--- src/rtl/rca_pkg.sv ---
// Shared constants and helpers for the pipelined ripple-carry adder/subtractor.
package rca_pkg;

  localparam logic OP_ADD = 1'b0;
  localparam logic OP_SUB = 1'b1;

  // Widest operand the saturation helpers can describe; callers slice down.
  localparam int RCA_MAX_W = 256;

  function automatic int stages(input int width, input int seg);
    return width / seg;
  endfunction

  function automatic logic [RCA_MAX_W-1:0] MAX_POS(input int width);
    logic [RCA_MAX_W-1:0] r;
    r = '0;
    for (int i = 0; i < width - 1; i++) r[i] = 1'b1;
    return r;
  endfunction

  function automatic logic [RCA_MAX_W-1:0] MIN_NEG(input int width);
    logic [RCA_MAX_W-1:0] r;
    r = '0;
    r[width-1] = 1'b1;
    return r;
  endfunction

endpackage

--- src/rtl/rca_pipe_adder_if.sv ---
// Operand/result handshake bundle for rca_pipe_adder; master drives operands.
interface rca_pipe_adder_if #(parameter int WIDTH = 16);

  logic             in_valid;
  logic             in_ready;
  logic [WIDTH-1:0] i1;
  logic [WIDTH-1:0] i2;
  logic             Cin;
  logic             sub;
  logic             out_valid;
  logic             out_ready;
  logic [WIDTH-1:0] Sum;
  logic             Cout;
  logic             Ovf;

  modport master (
    output in_valid, i1, i2, Cin, sub, out_ready,
    input  in_ready, out_valid, Sum, Cout, Ovf
  );

  modport slave (
    input  in_valid, i1, i2, Cin, sub, out_ready,
    output in_ready, out_valid, Sum, Cout, Ovf
  );

endinterface

--- src/rtl/rca_seg.sv ---
// Combinational SEG-bit ripple of full adders; c_msb_in is the carry into the top bit.
module rca_seg #(
  parameter int SEG = 4
) (
  input  logic [SEG-1:0] a,
  input  logic [SEG-1:0] b,
  input  logic           cin,
  output logic [SEG-1:0] s,
  output logic           cout,
  output logic           c_msb_in
);

  logic [SEG:0] c;

  always_comb begin
    s    = '0;
    c    = '0;
    c[0] = cin;
    for (int i = 0; i < SEG; i++) begin
      s[i]   = a[i] ^ b[i] ^ c[i];
      c[i+1] = (a[i] & b[i]) | (c[i] & (a[i] ^ b[i]));
    end
  end

  assign cout     = c[SEG];
  assign c_msb_in = c[SEG-1];

endmodule

--- src/rtl/rca_pipe_adder.sv ---
// Pipelined ripple-carry adder/subtractor, one SEG-bit segment per stage, latency WIDTH/SEG.
// Define RCA_SAT_EN to saturate Sum on signed overflow instead of wrapping.
module rca_pipe_adder
  import rca_pkg::*;
#(
  parameter int WIDTH = 16,
  parameter int SEG   = 4
) (
  input  logic           clk,
  input  logic           rst,
  rca_pipe_adder_if.slave bus
);

  localparam int STAGES = stages(WIDTH, SEG);

  if (SEG < 1 || WIDTH < SEG || (WIDTH % SEG) != 0) begin : g_bad_cfg
    $error("rca_pipe_adder: WIDTH must be a non-zero multiple of SEG");
  end

`ifdef RCA_SAT_EN
  localparam logic [RCA_MAX_W-1:0] MAX_FULL = MAX_POS(WIDTH);
  localparam logic [RCA_MAX_W-1:0] MIN_FULL = MIN_NEG(WIDTH);
  localparam logic [WIDTH-1:0]     SAT_POS  = MAX_FULL[WIDTH-1:0];
  localparam logic [WIDTH-1:0]     SAT_NEG  = MIN_FULL[WIDTH-1:0];
`endif

  logic             adv;
  logic [WIDTH-1:0] a_arr [STAGES];
  logic [WIDTH-1:0] b_arr [STAGES];
  logic [WIDTH-1:0] s_arr [STAGES];
  logic             c_arr [STAGES];
  logic             v_arr [STAGES];
  logic             last_co;
  logic             last_cm;
  logic             ovf_q;

  // The whole pipe shifts as one; only a held, unconsumed result stops it.
  assign adv          = !v_arr[STAGES-1] || bus.out_ready;
  assign bus.in_ready = adv;

  for (genvar k = 0; k < STAGES; k++) begin : g_stage
    localparam bit LAST = (k == STAGES - 1);

    logic [WIDTH-1:0] a_in, b_in, s_in, s_nxt;
    logic             c_in, v_in;
    logic [SEG-1:0]   seg_s;
    logic             seg_co, seg_cm;
    logic [WIDTH-1:0] a_q, b_q, s_q;
    logic             c_q, v_q;

    if (k == 0) begin : g_head
      assign a_in = bus.i1;
      assign b_in = (bus.sub == OP_SUB) ? ~bus.i2 : bus.i2;
      assign s_in = '0;
      assign c_in = (bus.sub == OP_SUB) ? 1'b1 : bus.Cin;
      assign v_in = bus.in_valid;
    end else begin : g_body
      assign a_in = a_arr[k-1];
      assign b_in = b_arr[k-1];
      assign s_in = s_arr[k-1];
      assign c_in = c_arr[k-1];
      assign v_in = v_arr[k-1];
    end

    rca_seg #(.SEG(SEG)) u_seg (
      .a        (a_in[k*SEG +: SEG]),
      .b        (b_in[k*SEG +: SEG]),
      .cin      (c_in),
      .s        (seg_s),
      .cout     (seg_co),
      .c_msb_in (seg_cm)
    );

    always_comb begin
      s_nxt              = s_in;
      s_nxt[k*SEG +: SEG] = seg_s;
`ifdef RCA_SAT_EN
      // Carry out set on overflow means both operands were negative.
      if (LAST && (seg_co ^ seg_cm)) s_nxt = seg_co ? SAT_NEG : SAT_POS;
`endif
    end

    always_ff @(posedge clk) begin
      if (rst) begin
        a_q <= '0;
        b_q <= '0;
        s_q <= '0;
        c_q <= 1'b0;
        v_q <= 1'b0;
      end else if (adv) begin
        a_q <= a_in;
        b_q <= b_in;
        s_q <= s_nxt;
        c_q <= seg_co;
        v_q <= v_in;
      end
    end

    assign a_arr[k] = a_q;
    assign b_arr[k] = b_q;
    assign s_arr[k] = s_q;
    assign c_arr[k] = c_q;
    assign v_arr[k] = v_q;

    if (LAST) begin : g_tail
      assign last_co = seg_co;
      assign last_cm = seg_cm;
    end else begin : g_mid
      logic unused_cm;
      assign unused_cm = seg_cm;
    end
  end

  always_ff @(posedge clk) begin
    if (rst)      ovf_q <= 1'b0;
    else if (adv) ovf_q <= last_co ^ last_cm;
  end

  // Operand bits leaving the final stage have nowhere further to go.
  logic unused_tail;
  assign unused_tail = ^{a_arr[STAGES-1], b_arr[STAGES-1]};

  assign bus.out_valid = v_arr[STAGES-1];
  assign bus.Sum       = s_arr[STAGES-1];
  assign bus.Cout      = c_arr[STAGES-1];
  assign bus.Ovf       = ovf_q;

endmodule

--- src/flat_wrapper.sv ---
// flat-port wrapper written by rule: the top's interface ports become plain ports
module rca_pipe_adder_flat import rca_pkg::*;
#(
  parameter int WIDTH = 16,
  parameter int SEG   = 4
)
  (clk, rst, bus_in_valid, bus_i1, bus_i2, bus_Cin, bus_sub, bus_out_ready, bus_in_ready, bus_out_valid, bus_Sum, bus_Cout, bus_Ovf);
  rca_pipe_adder_if #(.WIDTH(WIDTH)) bus_i ();
  input  logic clk;
  input  logic rst;
  input wire logic [$bits(bus_i.in_valid)-1:0] bus_in_valid;
  input wire logic [$bits(bus_i.i1)-1:0] bus_i1;
  input wire logic [$bits(bus_i.i2)-1:0] bus_i2;
  input wire logic [$bits(bus_i.Cin)-1:0] bus_Cin;
  input wire logic [$bits(bus_i.sub)-1:0] bus_sub;
  input wire logic [$bits(bus_i.out_ready)-1:0] bus_out_ready;
  output wire logic [$bits(bus_i.in_ready)-1:0] bus_in_ready;
  output wire logic [$bits(bus_i.out_valid)-1:0] bus_out_valid;
  output wire logic [$bits(bus_i.Sum)-1:0] bus_Sum;
  output wire logic [$bits(bus_i.Cout)-1:0] bus_Cout;
  output wire logic [$bits(bus_i.Ovf)-1:0] bus_Ovf;
  assign bus_i.in_valid = bus_in_valid;
  assign bus_i.i1 = bus_i1;
  assign bus_i.i2 = bus_i2;
  assign bus_i.Cin = bus_Cin;
  assign bus_i.sub = bus_sub;
  assign bus_i.out_ready = bus_out_ready;
  assign bus_in_ready = bus_i.in_ready;
  assign bus_out_valid = bus_i.out_valid;
  assign bus_Sum = bus_i.Sum;
  assign bus_Cout = bus_i.Cout;
  assign bus_Ovf = bus_i.Ovf;
  rca_pipe_adder #(.WIDTH(WIDTH), .SEG(SEG)) u_core (.clk(clk), .rst(rst), .bus(bus_i));
endmodule
--- config.mk ---
export PLATFORM = sky130hd
export DESIGN_NAME = rca_pipe_adder_flat
export DESIGN_NICKNAME = d
export VERILOG_FILES = /design/src/rtl/rca_pkg.sv /design/src/rtl/rca_pipe_adder_if.sv /design/src/rtl/rca_seg.sv /design/src/rtl/rca_pipe_adder.sv /design/src/flat_wrapper.sv
export SDC_FILE = /design/constraint.sdc
export NUM_CORES = 1
export LEC_CHECK = 0
export BUFFER_PORTS_ARGS = -buffer_cell sky130_fd_sc_hd__buf_2
export CORE_MARGIN = 2
export CORE_UTILIZATION = 50
export CTS_BUF_LIST = sky130_fd_sc_hd__clkbuf_16
export DETAILED_ROUTE_END_ITERATION = 7
export PLACE_DENSITY = 0.68
export SLEW_MARGIN = 5
export SYNTH_ARGS = -nofsm -noshare
export SYNTH_HDL_FRONTEND = slang
export SYNTH_SLANG_ARGS = --single-unit
export TNS_END_PERCENT = 30
--- constraint.sdc ---
create_clock -name clk -period 6.1 [get_ports clk]
set_input_delay 0.915 -clock clk [delete_from_list [all_inputs] [get_ports clk]]
set_output_delay 0.915 -clock clk [all_outputs]
set_load 0.005 [all_outputs]
==> results.sh <==
export IMPL_dieArea_um2=8720
export IMPL_clkSlewWorstSetupHoldPaths_ns=0.07
export IMPL_worstPathMaxFanout=79
export IMPL_rr_worst_depth=6
export IMPL_yosys_area_top_type="dfxtp_1"
export IMPL_cts_resized=0
export IMPL_synthTopCellsByCount="146 x nand2_1, 97 x dfxtp_1, 73 x a21oi_1, 26 x inv_1, 26 x nor2_1"
export IMPL_place_area_um2=4230
export IMPL_fin_skew_ns=0.00421
export IMPL_area_growth_pct=13.8
export IMPL_grt_pass1_wl_um=12800
export IMPL_cts_max_level=3
export IMPL_num_vias=2970
export IMPL_synth_top_area_share_pct=48.6
export IMPL_rows=32
export IMPL_grt_overflow=0
export IMPL_slew_violations=0
export IMPL_critPathLaunchType="input pin"
export IMPL_fmax_mhz=303
export IMPL_ir_drop_mv=0.223
export IMPL_totalWireLength_um=7450
export IMPL_worstSkewPairLatency_ns=0.34
export IMPL_synth_cells=460
export IMPL_avgViaCountPerCell=4.93
export IMPL_synthTopCellsByArea="dfxtp_1 49%, nand2_1 14%, a21oi_1 9.1%"
export IMPL_syn_area_per_cell_um2=8.68
export IMPL_instances_no_fill=603
export IMPL_rrSetupSlack_ns=3.62
export IMPL_core_area_um2=7730
export IMPL_status="finished, final reports clean"
export IMPL_gr_usage_all_layers_pct=18.7
export IMPL_grt_max_degree=98
export IMPL_die_h_um=93.4
export IMPL_syn_area_um2=4000
export IMPL_period_minus_slack_ns=3.30
export IMPL_yosysMostFrequentCell="nand2_1"
export IMPL_drv_cap=0
export IMPL_critPathLaunch="bus_out_ready"
export IMPL_first_pass_iters=4
export IMPL_holdCritPathClass="flop to flop"
export IMPL_seq_area_um2=1940
export IMPL_cts_hold_buf=0
export IMPL_fin_nets=550
export IMPL_worst_path_max_delay_cell="buf_4"
export IMPL_synth_nets=514
export IMPL_ioPinCount=58
export IMPL_cts_tree="done"
export IMPL_arrival_ns=2.38
export IMPL_worst_slew_margin_rel_pct=28.6
export IMPL_slowest_delay_ns=0.61
export IMPL_post_cts_buffers=0
export IMPL_powerDensity_nw_per_um2=309
export IMPL_fin_crit_sh_pct=54.0
export IMPL_async_flop_share_pct=0
export IMPL_cts_inserted_buffers=9
export IMPL_grt_antenna_before_repair=0
export IMPL_dp_cells=587
export IMPL_antenna_cells=0
export IMPL_clock_sinks=97
export IMPL_critPathRequiredTime_ns=5.18
export IMPL_antenna_left=0
export IMPL_endpoint_kind="output port"
export IMPL_cpMostUsedCell="buf_2"
export IMPL_start_util_pct=51.7
export IMPL_reg2reg_to="u_core.g_stage[2].s_q[9]"
export IMPL_multi_input_area_um2=1760
export IMPL_portBuffers=57
export IMPL_grt_pass1_vias=2801
export IMPL_seq_area_frac_synth_pct=48.6
export IMPL_synth_main_ff_cell="dfxtp_1"
export IMPL_die_w_um=93.4
export IMPL_wl_per_cell_um=12.4
export IMPL_design_area_um2=4550
export IMPL_crit_chain="buf_2 > nor2b_4 > buf_4 > inv_4 > buf_2"
export IMPL_hold_viol=0
export IMPL_tightest_slew_ns=1.07
export IMPL_gp_congestion=0.739
export IMPL_crit_end="bus_in_ready"
export IMPL_worstReg2RegStart="u_core.bus.out_valid"
export IMPL_critPathKind="input pin to output port"
export IMPL_hpwl_um=4580
export IMPL_p_leak_uw=0.00187
export IMPL_finalSetupViolCount=0
export IMPL_ys_ff_latch=97
export IMPL_fill_cells=709
export IMPL_drt_iter0_markers=146
export IMPL_yosys_warnings=0
export IMPL_drive_gt1_share_pct=18.4
export IMPL_cts_root_buffer="clkbuf_16"
export IMPL_setup_tns_ns=0
export IMPL_cts_buffer_depth=2
export IMPL_drc=0
export IMPL_synth_edf_count=0
export IMPL_synth_distinct_cells=17
export IMPL_rsz0062_at_grt="no"
==> worst min-delay path by stage <==
stage          slack, ns                      from                        to  depth (start not counted)
2_1_floorplan       0.43  u_core.g_stage[0].a_q[5]  u_core.g_stage[0].a_q[5]                          2
3_3_place_gp        0.44         u_core.bus.Sum[0]         u_core.bus.Sum[0]                          2
3_5_place_dp        0.44         u_core.bus.Sum[5]         u_core.bus.Sum[5]                          2
4_1_cts             0.45         u_core.bus.Sum[5]         u_core.bus.Sum[5]                          2
5_1_grt             0.46     u_core.g_stage[1].v_q     u_core.g_stage[2].v_q                          2
6_report            0.45         u_core.bus.Sum[2]         u_core.bus.Sum[2]                          2
==> layout by cell type (no fill, tap or decap) <==
cell        netlist  final
a211oi_1          5      5
a211oi_2         18     18
a21oi_1          73     73
buf_2            10     56
buf_4             6      3
bufinv_16         0      2
clkbuf_16         0      9
clkinv_1          0      1
clkinv_4          0      1
clkinvlp_4        0      1
dfxtp_1          97     97
fa_1             16     16
inv_1            26     28
inv_4             1      1
nand2_1         146    146
nor2_1           26     26
nor2b_4           1      1
xnor2_1          13     13
xor2_1            4      4
==> report_power, final <==
part	internal [uW]	switching, uW
combinational	54.1	65.2
sequential	675	21.7
clock	355	233
==> through the flow <==
stage / setup WS, ns / hold slack, ns / utilization, % / power (uW)
floorplan: 3.02 / 0.432 / - / 794
global placement: 2.84 / 0.437 / 54.8 / 825
detailed placement: 2.75 / 0.440 / 54.8 / 831
CTS: 2.83 / 0.449 / 58.8 / 1420
global route: 2.71 / 0.465 / 58.8 / 1470
finish: 2.80 / 0.445 / 58.8 / 1400
==> metal layers <==
metal	vias to the layer above	wire length (um)	global-route usage [%]
met5	-	0	0
met4	0	150	8.21
met3	11	215	4.03
met2	37	3690	30.5
met1	1396	3400	24.0
li1	1526	-	-
==> cell type report <==
type                       instances  share of cell area [%]
multi-input combinational        302                    38.6
inverter                          27                    2.28
clock inverter                     7                    1.93
clock buffer                       9                    4.95
timing repair buffer              59                    6.66
sequential                        97                    42.7
tap                              102                    2.81
==> kinds of logic after synthesis <==
family,after synthesis,share of synthesized area [%]
compound gates,96,15.7
xor+xnor,17,3.73
fa+ha+maj,16,8.02
buf+inv,61,7.42
flops,97,48.6
simple gates,173,16.5
==> critical path: cells and delay by family <==
kind / cells / cell delay, ns
buf+inv: 4 / 1.29
simple gates: 1 / 0.09
==> state kept, by name (all words and copies together), names as in the netlist <==
register,cells
u_core.g_stage.b_q,24
u_core.g_stage.v_q,3
u_core.bus.Sum,16
u_core.g_stage.s_q,24
u_core.bus.out_valid,1
u_core.g_stage.c_q,3
u_core.g_stage.a_q,24
u_core.bus.Cout,1
u_core.bus.Ovf,1
No activity file was read; power rests on OpenSTA's default activity.
